**src/rtl/turf_arb_pkg.sv**
```systemverilog
// turf_arb_pkg: state encoding, master indices and default timeout read data
// shared by the TURF register-port arbiter and its timeout helper.
package turf_arb_pkg;

  typedef enum logic {
    IDLE = 1'b0,
    BUSY = 1'b1
  } arb_state_t;

  localparam logic [31:0] TIMEOUT_DATA_DEF = 32'hDEADDEAD;

  localparam logic M0 = 1'b0;
  localparam logic M1 = 1'b1;

endpackage

```
**src/rtl/turf_arb_timeout.sv**
```systemverilog
// turf_arb_timeout: counts BUSY cycles from the grant and flags expiry once the
// count reaches TIMEOUT_CYCLES. Only instantiated when TURF_ARB_TIMEOUT_EN is defined.
module turf_arb_timeout
  import turf_arb_pkg::*;
#(
  parameter int TIMEOUT_CYCLES = 1023
) (
  input  logic clk,
  input  logic rst_n,
  input  logic start,
  input  logic busy,
  output logic expired
);

  localparam int CW = $clog2(TIMEOUT_CYCLES + 1);
  localparam logic [CW-1:0] LIMIT = CW'(TIMEOUT_CYCLES);

  logic [CW-1:0] count;

  // Saturates at LIMIT so a stuck BUSY never wraps back to a small count.
  always_ff @(posedge clk or negedge rst_n) begin
    if (!rst_n) begin
      count <= '0;
    end else if (start) begin
      count <= '0;
    end else if (busy && (count != LIMIT)) begin
      count <= count + 1'b1;
    end
  end

  assign expired = busy && (count == LIMIT);

endmodule

```
**src/rtl/turf_bus_arbiter.sv**
```systemverilog
// turf_bus_arbiter: round-robin sharing of the TURF register port between the PLX
// host (M0) and housekeeping (M1). Optional ack timeout under `TURF_ARB_TIMEOUT_EN.
module turf_bus_arbiter
  import turf_arb_pkg::*;
#(
  parameter int ADDR_BITS = 6,
  parameter int DATA_BITS = 32,
  parameter int TIMEOUT_CYCLES = 1023,
  parameter logic [DATA_BITS-1:0] TIMEOUT_DATA = DATA_BITS'(TIMEOUT_DATA_DEF)
) (
  input  logic                 clk_i,
  input  logic                 nrst_i,
  input  logic                 m0_wr_i,
  input  logic                 m0_rd_i,
  input  logic [ADDR_BITS-1:0] m0_addr_i,
  input  logic [DATA_BITS-1:0] m0_dat_i,
  output logic [DATA_BITS-1:0] m0_dat_o,
  output logic                 m0_ack_o,
  input  logic                 m1_wr_i,
  input  logic                 m1_rd_i,
  input  logic [ADDR_BITS-1:0] m1_addr_i,
  input  logic [DATA_BITS-1:0] m1_dat_i,
  output logic [DATA_BITS-1:0] m1_dat_o,
  output logic                 m1_ack_o,
  output logic                 turf_wr_o,
  output logic                 turf_rd_o,
  output logic [ADDR_BITS-1:0] turf_addr_o,
  output logic [DATA_BITS-1:0] turf_dat_o,
  input  logic [DATA_BITS-1:0] turf_dat_i,
  input  logic                 turf_ack_i,
  output logic [1:0]           grant_o,
  output logic                 err_o,
  input  logic                 err_clr_i
);

  arb_state_t state, state_next;

  logic owner;
  logic prio;
  logic req0, req1;
  logic grant_go, pick, done;
  logic timeout_hit;
  logic sel_wr, sel_rd;
  logic [ADDR_BITS-1:0] sel_addr;
  logic [DATA_BITS-1:0] sel_dat;
  logic [DATA_BITS-1:0] resp_dat;

  assign req0 = m0_wr_i | m0_rd_i;
  assign req1 = m1_wr_i | m1_rd_i;

  assign sel_wr   = (pick == M1) ? m1_wr_i   : m0_wr_i;
  assign sel_rd   = (pick == M1) ? m1_rd_i   : m0_rd_i;
  assign sel_addr = (pick == M1) ? m1_addr_i : m0_addr_i;
  assign sel_dat  = (pick == M1) ? m1_dat_i  : m0_dat_i;

  // A forced completion returns the marker word; a real write ack returns zero.
  assign resp_dat = turf_ack_i ? (turf_rd_o ? turf_dat_i : '0) : TIMEOUT_DATA;

  always_ff @(posedge clk_i or negedge nrst_i) begin
    if (!nrst_i) begin
      state <= IDLE;
    end else begin
      state <= state_next;
    end
  end

  always_comb begin
    state_next = state;
    grant_go   = 1'b0;
    pick       = M0;
    done       = 1'b0;
    m0_ack_o   = 1'b0;
    m1_ack_o   = 1'b0;
    m0_dat_o   = '0;
    m1_dat_o   = '0;
    case (state)
      IDLE: begin
        if (req0 || req1) begin
          grant_go   = 1'b1;
          pick       = (req0 && req1) ? prio : (req0 ? M0 : M1);
          state_next = BUSY;
        end
      end
      BUSY: begin
        if (turf_ack_i || timeout_hit) begin
          done       = 1'b1;
          state_next = IDLE;
          if (owner == M1) begin
            m1_ack_o = 1'b1;
            m1_dat_o = resp_dat;
          end else begin
            m0_ack_o = 1'b1;
            m0_dat_o = resp_dat;
          end
        end
      end
      default: state_next = IDLE;
    endcase
  end

  // The port is loaded once at grant and held untouched until completion.
  always_ff @(posedge clk_i or negedge nrst_i) begin
    if (!nrst_i) begin
      turf_wr_o   <= 1'b0;
      turf_rd_o   <= 1'b0;
      turf_addr_o <= '0;
      turf_dat_o  <= '0;
      grant_o     <= '0;
      owner       <= M0;
      prio        <= M0;
    end else if (grant_go) begin
      turf_wr_o     <= sel_wr;
      turf_rd_o     <= sel_rd & ~sel_wr;
      turf_addr_o   <= sel_addr;
      turf_dat_o    <= sel_dat;
      grant_o       <= '0;
      grant_o[pick] <= 1'b1;
      owner         <= pick;
      prio          <= ~pick;
    end else if (done) begin
      turf_wr_o <= 1'b0;
      turf_rd_o <= 1'b0;
      grant_o   <= '0;
    end
  end

`ifdef TURF_ARB_TIMEOUT_EN
  turf_arb_timeout #(
    .TIMEOUT_CYCLES(TIMEOUT_CYCLES)
  ) u_timeout (
    .clk    (clk_i),
    .rst_n  (nrst_i),
    .start  (grant_go),
    .busy   (state == BUSY),
    .expired(timeout_hit)
  );

  // A real ack in the expiry cycle wins, so only a true timeout sets the flag.
  always_ff @(posedge clk_i or negedge nrst_i) begin
    if (!nrst_i) begin
      err_o <= 1'b0;
    end else if (timeout_hit && !turf_ack_i) begin
      err_o <= 1'b1;
    end else if (err_clr_i) begin
      err_o <= 1'b0;
    end
  end
`else
  logic unused_cfg;

  assign timeout_hit = 1'b0;
  assign err_o       = 1'b0;
  assign unused_cfg  = err_clr_i ^ (TIMEOUT_CYCLES == 0);
`endif

endmodule
```
**config.mk**
```make
export PLATFORM = sky130hd
export DESIGN_NAME = turf_bus_arbiter
export DESIGN_NICKNAME = d
export VERILOG_FILES = /design/src/rtl/turf_arb_pkg.sv /design/src/rtl/turf_arb_timeout.sv /design/src/rtl/turf_bus_arbiter.sv
export SDC_FILE = /design/constraint.sdc
export NUM_CORES = 1
export LEC_CHECK = 0
export ABC_CLOCK_PERIOD_IN_PS = 4200
export BUFFER_PORTS_ARGS = -buffer_cell sky130_fd_sc_hd__buf_2
export CORE_MARGIN = 5
export CORE_UTILIZATION = 42
export DETAILED_ROUTE_END_ITERATION = 7
export PLACE_DENSITY = 0.87
export REMOVE_ABC_BUFFERS = 1
export SKIP_LAST_GASP = 1
export SLEW_MARGIN = 20
export SYNTH_ARGS = -nofsm -noshare
export SYNTH_HDL_FRONTEND = slang
export SYNTH_HIERARCHICAL = 1
export SYNTH_SLANG_ARGS = --single-unit
```
**constraint.sdc**
```tcl
create_clock -name clk_i -period 4.2 [get_ports clk_i]
set_input_delay 0.21 -clock clk_i [delete_from_list [all_inputs] [get_ports clk_i]]
set_output_delay 0.21 -clock clk_i [all_outputs]
set_load 0.03 [all_outputs]
```
==> flow_metrics.py, run 1 <==
metrics = {
    "timing": {
        "finalSetupViolCount": 0,
        "hold_viol_final": 0,
        "fin_ws_ns": 1.683,
        "clock.fmax_mhz": 397.3,
        "tightest_slew_ns": 1.039,
        "clock_skew_ns": 0.01064,
        "fin_crit_ns": 2.517,
        "final.period_utilization": 0.5993,
        "rsz0062_at_grt": "false",
        "max_slew_margin": 0.3076,
        "tns_ns": 0,
        "final-max-slew-violation-count": 0,
    },
    "cells_and_area": {
        "fillerInstances": 550,
        "final_core_util": 0.6135,
        "n_antenna_cell": 0,
        "area_delta_synth_final_pct": 43.97,
        "layoutNonFillerInstCount": 583,
        "final_nets": 621,
        "layout-drive-gt1-share": 0.4763,
    },
    "synthesis": {
        "ys_ff_latch": 45,
        "synthXorXnorAreaFrac": 0,
        "yosysTopAreaCell": "dfrtp_1",
        "synth.most_common_cell": "nor2_1",
        "synthMuxAreaShare": 0,
        "yosys-top-cells-count": "nor2_1, dfrtp_1, nand2_1, a2bb2oi_1, a311oi_1",
        "synth_top_family_by_area": "compound AO/OA/AOI/OAI gates",
        "yosysSeqAreaShare": 0.4210,
        "syn_area_per_cell_um2": 8.657,
        "synth_cell_types": 30,
        "synthAdderAreaFrac": 0,
        "yosys.area_share.simple": 0.1946,
        "ys.flop_type": "dfrtp_1",
        "synth_cells": 309,
        "syn-cell-area_um2": 2675,
        "async_flop_share": 1.000,
        "synth_top_area_frac": 0.4210,
        "synth-compound-area-share": 0.3050,
        "synth_edf_count": 0,
        "yosysWarnings": 6,
        "ys_top_cells_by_area": "dfrtp_1, nor2_1, a2bb2oi_1",
    },
    "cts": {
        "cts_tree": "built",
        "htreeDepth": 2,
        "insertion_delay_ns": 0.30,
        "clk_pin_slew_ns": 0.08,
        "cts_made_buffers": 5,
        "clock-root-buffer": "clkbuf_8",
        "numClockSinks": 45,
        "clock_path_buffers": 2,
        "ctsResizeCount": 0,
    },
    "floorplanning": {
        "start_util": 0.4262,
        "num_io_pins": 225,
        "die_area_um2": 8065,
        "die_h_um": 89.81,
        "die_w_um": 89.81,
        "num_rows": 29,
        "coreArea_um2": 6277,
    },
    "pwr": {
        "p_leak_nw": 1.970,
        "power_density_nw_per_um2": 728.5,
        "peakVddDrop_mv": 0.4519,
    },
    "placed_design": {
        "gp_congestion": 0.8019,
        "dp.cells": 574,
        "dp_slack_ns": 1.956,
        "io_buffers": 222,
        "hpwl_um": 7502,
    },
    "worst_setup_path": {
        "startpoint_type": "register",
        "critical_path.endpoint_type": "output pin",
        "crit_required_ns": 3.99,
        "cp_max_fo": 34,
        "criticalPathCategory": "reg -> out",
        "arrival_ns": 2.31,
    },
    "route": {
        "firstDrtPassIters": 5,
        "drc": 0,
        "detail-route-antenna-nets": 0,
        "via_per_inst": 5.621,
        "routed_wirelength_um": 10100,
        "drt_iter0_drc": 162,
        "vias": 3277,
        "avgRoutedWirePerCell_um": 17.32,
    },
    "global_route": {
        "grt_overflow": 0,
        "grt_use_total": 0.2294,
        "grt_pass1_vias": 3251,
        "antenna_found_initial": 0,
        "grt_pass1_wl_um": 15780,
        "grt_start_max_net_pins": 46,
    },
    "worst_hold_path": {
        "hold_path_class": "in -> reg",
    },
    "status": {
        "status": "finished, final reports clean",
    },
    "run": {
        "max_cap_violations": 0,
    },
}
worst max-delay path, cell delays in order, from the launching register on:
cell,delay [ns]
dfrtp_1,0.39
buf_4,0.25
nand2_1,0.20
or2_1,0.82
nor2_1,0.12
buf_2,0.22
cells by family (layout without fill, tap and decap cells):
group / after synthesis / count (layout)
buf+inv: 40 / 237
other cells: 1 / 1
flops: 45 / 45
compound gates: 103 / 103
simple gates: 120 / 120
report_power, final:
part | total [mW] | switching, mW | internal, mW
Clock | 0.296 | 0.147 | 0.149
Combinational | 1.69 | 1.12 | 0.570
Sequential | 0.817 | 0.171 | 0.646
Total | 2.81 | 1.44 | 1.36
metrics by stage:
step / hold slack, ns / total power, mW / cell area (µm²)
after floorplan: -0.08559 / 1.955 / 2477
after global placement: 0.4188 / 2.463 / 3720
after detailed placement: 0.4247 / 2.509 / 3725
after CTS: 0.1001 / 2.803 / 3826
after global routing: 0.1336 / 2.967 / 3851
final: 0.1322 / 2.806 / 3851
registers in the layout, summed over array words and instances, names as in the netlist:
register     count
state            1
turf_rd_o        1
owner            1
turf_dat_o      32
prio             1
turf_addr_o      6
turf_wr_o        1
grant_o          2
layout by cell type, fill, tap and decap left out, types with 2 or more instances in the layout:
| cell type | n |
|---|---|
| nor3b_1 | 12 |
| inv_1 | 2 |
| buf_2 | 221 |
| a221o_1 | 12 |
| dfrtp_1 | 45 |
| nand3_1 | 2 |
| buf_4 | 4 |
| nor2_1 | 66 |
| o21ai_1 | 8 |
| or2_1 | 3 |
| a311oi_1 | 26 |
| nand2_1 | 33 |
| clkbuf_8 | 7 |
| a2bb2oi_1 | 26 |
| a31o_1 | 2 |
| a21o_1 | 2 |
| o21ai_0 | 20 |
layer usage:
layer	GRT usage	vias to the layer above	wire length (µm)
met3	0.07346	23	1121
met5	0	-	0
met1	0.2734	1531	3693
li1	-	1510	-
met2	0.3902	213	5069
met4	0.07305	0	210
cell type report:
cell class,count,area [µm²],area share
clock buffers,7,96.34,0.02502
flip-flops and latches,45,1126,0.2924
clock inverters,1,5.005,0.001300
well taps,77,96.34,0.02502
inverters,3,11.26,0.002924
multi-input cells,224,1370,0.3557
repair buffers,226,1146,0.2976
timing repair:
item | in CTS | in global routing
hold buffers | 0 | 1
setup buffers | 0 | 0
hold endpoints to repair | 0 | 45
final timing paths:
path                                                  from  slack, ns  cells after the start                          to
worst max-delay path                       state$_DFF_PN0_       1.68                      5                m0_dat_o[20]
worst min-delay path                            turf_ack_i       0.13                      2             state$_DFF_PN0_
worst max register to register            prio$_DFFE_PN0P_       2.17                      3  turf_dat_o[28]$_DFFE_PN0P_
worst min register to register  turf_dat_o[20]$_DFFE_PN0P_       0.51                      1  turf_dat_o[20]$_DFFE_PN0P_
max in group asynchronous                           nrst_i       3.35                      2      grant_o[1]$_DFFE_PN0P_
min in group asynchronous                           nrst_i       0.43                      2  turf_dat_o[15]$_DFFE_PN0P_
Note: power is estimated with default switching activity, not from simulation.
==> inputs of run 2 (changes only) <==
ABC_AREA = 1   (was not set)
ABC_CLOCK_PERIOD_IN_PS = 2200   (was 4200)
CORE_UTILIZATION = 36   (was 42)
PLACE_DENSITY = 0.77   (was 0.87)
clock period = 2.2 ns   (was 4.2 ns; I/O delays follow)
==> run 2 against run 1 <==
  * Routed wire length fell by 3.0%
  * Via count is 6.0% higher
  * Hold slack worse by 0.087 ns
  * Worst setup slack lost 1.2 ns
  * Cell count is 28% higher
  * Critical endpoint is now m1_dat_o[15]
  * Largest cell class unchanged
==> flow_metrics.py, run 2 <==
metrics = {
    "timing": {
        "final.period_utilization": 0.7880,
        "tns_ns": 0,
        "rsz0062_at_grt": "false",
        "final-max-slew-violation-count": 0,
        "hold_ws_ns": 0.04539,
        "clock.fmax_mhz": 576.9,
        "clock_skew_ns": 0.005128,
        "fin_crit_ns": 1.734,
        "finalSetupViolCount": 0,
        "hold_viol_final": 0,
    },
    "route": {
        "detail-route-antenna-nets": 0,
        "vias": 3474,
        "avgRoutedWirePerCell_um": 13.11,
        "firstDrtPassIters": 4,
        "via_per_inst": 4.651,
        "drt_iter0_drc": 106,
        "drc": 0,
        "routed_wirelength_um": 9790,
    },
    "pwr": {
        "peakVddDrop_mv": 0.8171,
        "p_int_mw": 2.377,
        "sw_frac_of_total": 0.5500,
        "power_switching_mw": 2.905,
        "clkPwrFrac": 0.098,
        "power_density_nw_per_um2": 1300,
        "combinationalPowerShare": 0.622,
        "power_frac_seq": 0.280,
        "p_leak_nw": 2.539,
    },
    "synthesis": {
        "synthMuxAreaShare": 0,
        "synth_top_area_frac": 0.3881,
        "yosys-top-cells-count": "nand2_1, nand3_1, nor2_1, inv_1, dfrtp_1",
        "yosysTopAreaCell": "dfrtp_1",
        "synthAdderAreaFrac": 0,
        "async_flop_share": 1.000,
        "yosysWarnings": 6,
        "synth.most_common_cell": "nand2_1",
        "yosysSeqAreaShare": 0.3881,
        "synth-compound-area-share": 0.008193,
        "synth_edf_count": 0,
        "yosys.area_share.simple": 0.4437,
        "synth_cells": 439,
        "syn_area_per_cell_um2": 6.609,
        "ys.flop_type": "dfrtp_1",
        "synthXorXnorAreaFrac": 0,
        "synth_cell_types": 18,
        "syn-cell-area_um2": 2902,
        "synth_top_family_by_area": "simple AND/OR/NAND/NOR gates",
        "ys_top_cells_by_area": "dfrtp_1, nand2_1, nand3_1",
        "ys_ff_latch": 45,
    },
    "floorplanning": {
        "die_area_um2": 9955,
        "num_rows": 32,
        "coreArea_um2": 7807,
        "die_h_um": 99.78,
        "die_w_um": 99.78,
        "start_util": 0.3716,
        "num_io_pins": 225,
    },
    "cells_and_area": {
        "final_common_cell": "buf_2",
        "largestRegisters": "turf_dat_o x32, turf_addr_o x6, grant_o x2",
        "layoutNonFillerInstCount": 747,
        "final_nets": 760,
        "area_delta_synth_final_pct": 40.02,
        "layout-drive-gt1-share": 0.3835,
        "largest_reg_flops": 32,
        "stdcell_area_um2": 4063,
        "top_register": "turf_dat_o",
        "layout_common_cells": "buf_2, nand2_1, nand3_1",
    },
    "cts": {
        "clk_pin_slew_ns": 0.08,
        "clock_path_buffers": 2,
        "numClockSinks": 45,
        "ctsResizeCount": 0,
        "htreeDepth": 2,
        "clock-root-buffer": "clkbuf_8",
        "insertion_delay_ns": 0.29,
        "cts_setup_buffers": 0,
        "cts_made_buffers": 5,
        "cts_tree": "built",
    },
    "placed_design": {
        "dp.cells": 738,
        "hpwl_um": 7557,
        "io_buffers": 222,
        "gp_congestion": 0.9088,
        "postPlaceCellArea_um2": 3960,
    },
    "global_route": {
        "grt_pass1_wl_um": 15690,
        "grt_start_max_net_pins": 44,
        "grt_use_total": 0.1909,
        "grt_overflow": 0,
        "antenna_found_initial": 1,
        "grt_pass1_vias": 3392,
    },
    "worst_setup_path": {
        "critical_path.endpoint_type": "output pin",
        "crit_required_ns": 2.09,
        "startpoint_type": "register",
        "arrival_ns": 1.62,
        "cp_max_fo": 32,
        "reg2reg_slack_ns": 0.70,
        "criticalPathCategory": "reg -> out",
    },
    "worst_hold_path": {
        "hold_path_class": "in -> reg",
    },
    "run": {
        "max_cap_violations": 0,
    },
    "status": {
        "status": "finished, final reports clean",
    },
}
==> run 2: path summary, 6_finish.rpt <==
kind	from	cells after the start	to
setup reg to reg	state$_DFF_PN0_	5	turf_dat_o[21]$_DFFE_PN0P_
max in group asynchronous	nrst_i	3	turf_wr_o$_DFFE_PN0P_
min in group asynchronous	nrst_i	2	turf_dat_o[26]$_DFFE_PN0P_
hold reg to reg	turf_dat_o[5]$_DFFE_PN0P_	2	turf_dat_o[5]$_DFFE_PN0P_
setup / recovery	state$_DFF_PN0_	5	m1_dat_o[15]
hold / removal	turf_ack_i	2	state$_DFF_PN0_
==> run 2: cell type report <==
cell class | instances | area (µm²)
Fill cell | 772 | 3745
Multi-Input combinational cell | 303 | 1323
Timing Repair Buffer | 229 | 1166
Sequential cell | 45 | 1126
Inverter | 60 | 227.7
Tap cell | 102 | 127.6
Clock buffer | 6 | 82.58
Clock inverter | 1 | 7.507
Antenna cell | 1 | 2.502
==> run 2: critical path, stage by stage, from the launching register on <==
cell and delay [ns]:
dfrtp_1 0.43, nand2_2 0.20, nor2_4 0.05, inv_2 0.37
nor2_1 0.08, buf_2 0.20
==> run 2: power by group through the flow <==
stage	clock network (mW)	registers, mW	logic [mW]
3_5_place_dp	0	1.47	3.33
6_report	0.519	1.48	3.28
3_3_place_gp	0	1.47	3.26
4_1_cts	0.537	1.48	3.32
2_1_floorplan	0	2.29	1.41
5_1_grt	0.578	1.53	3.61
==> run 2: per-stage QoR <==
stage / total power, mW / setup slack, ns / utilization
6_report: 5.282 / 0.4665 / 0.5204
5_1_grt: 5.715 / 0.3082 / 0.5204
4_1_cts: 5.339 / 0.4368 / 0.5200
3_5_place_dp: 4.804 / 0.7064 / 0.5072
3_3_place_gp: 4.728 / 0.7501 / 0.5072
2_1_floorplan: 3.703 / 0.4498 / -
==> run 2: layer usage <==
metal / track usage / part of all wire
met2: 0.3263 / 0.48
met5: 0 / 0
met4: 0.07458 / 0.028
met1: 0.2274 / 0.37
met3: 0.05212 / 0.12
==> run 2: cells by family after synthesis <==
logic type / after synthesis
AO/OA/AOI/OAI: 4
buffers and inverters: 91
flip-flops: 45
other: 1
AND/OR/NAND/NOR: 298
==> run 2: what timing repair did <==
action / 4_1_cts / 5_1_grt
hold endpoints to repair: 12 / 0
endpoints found under the setup margin: 0 / 0
hold buffers: 1 / 0
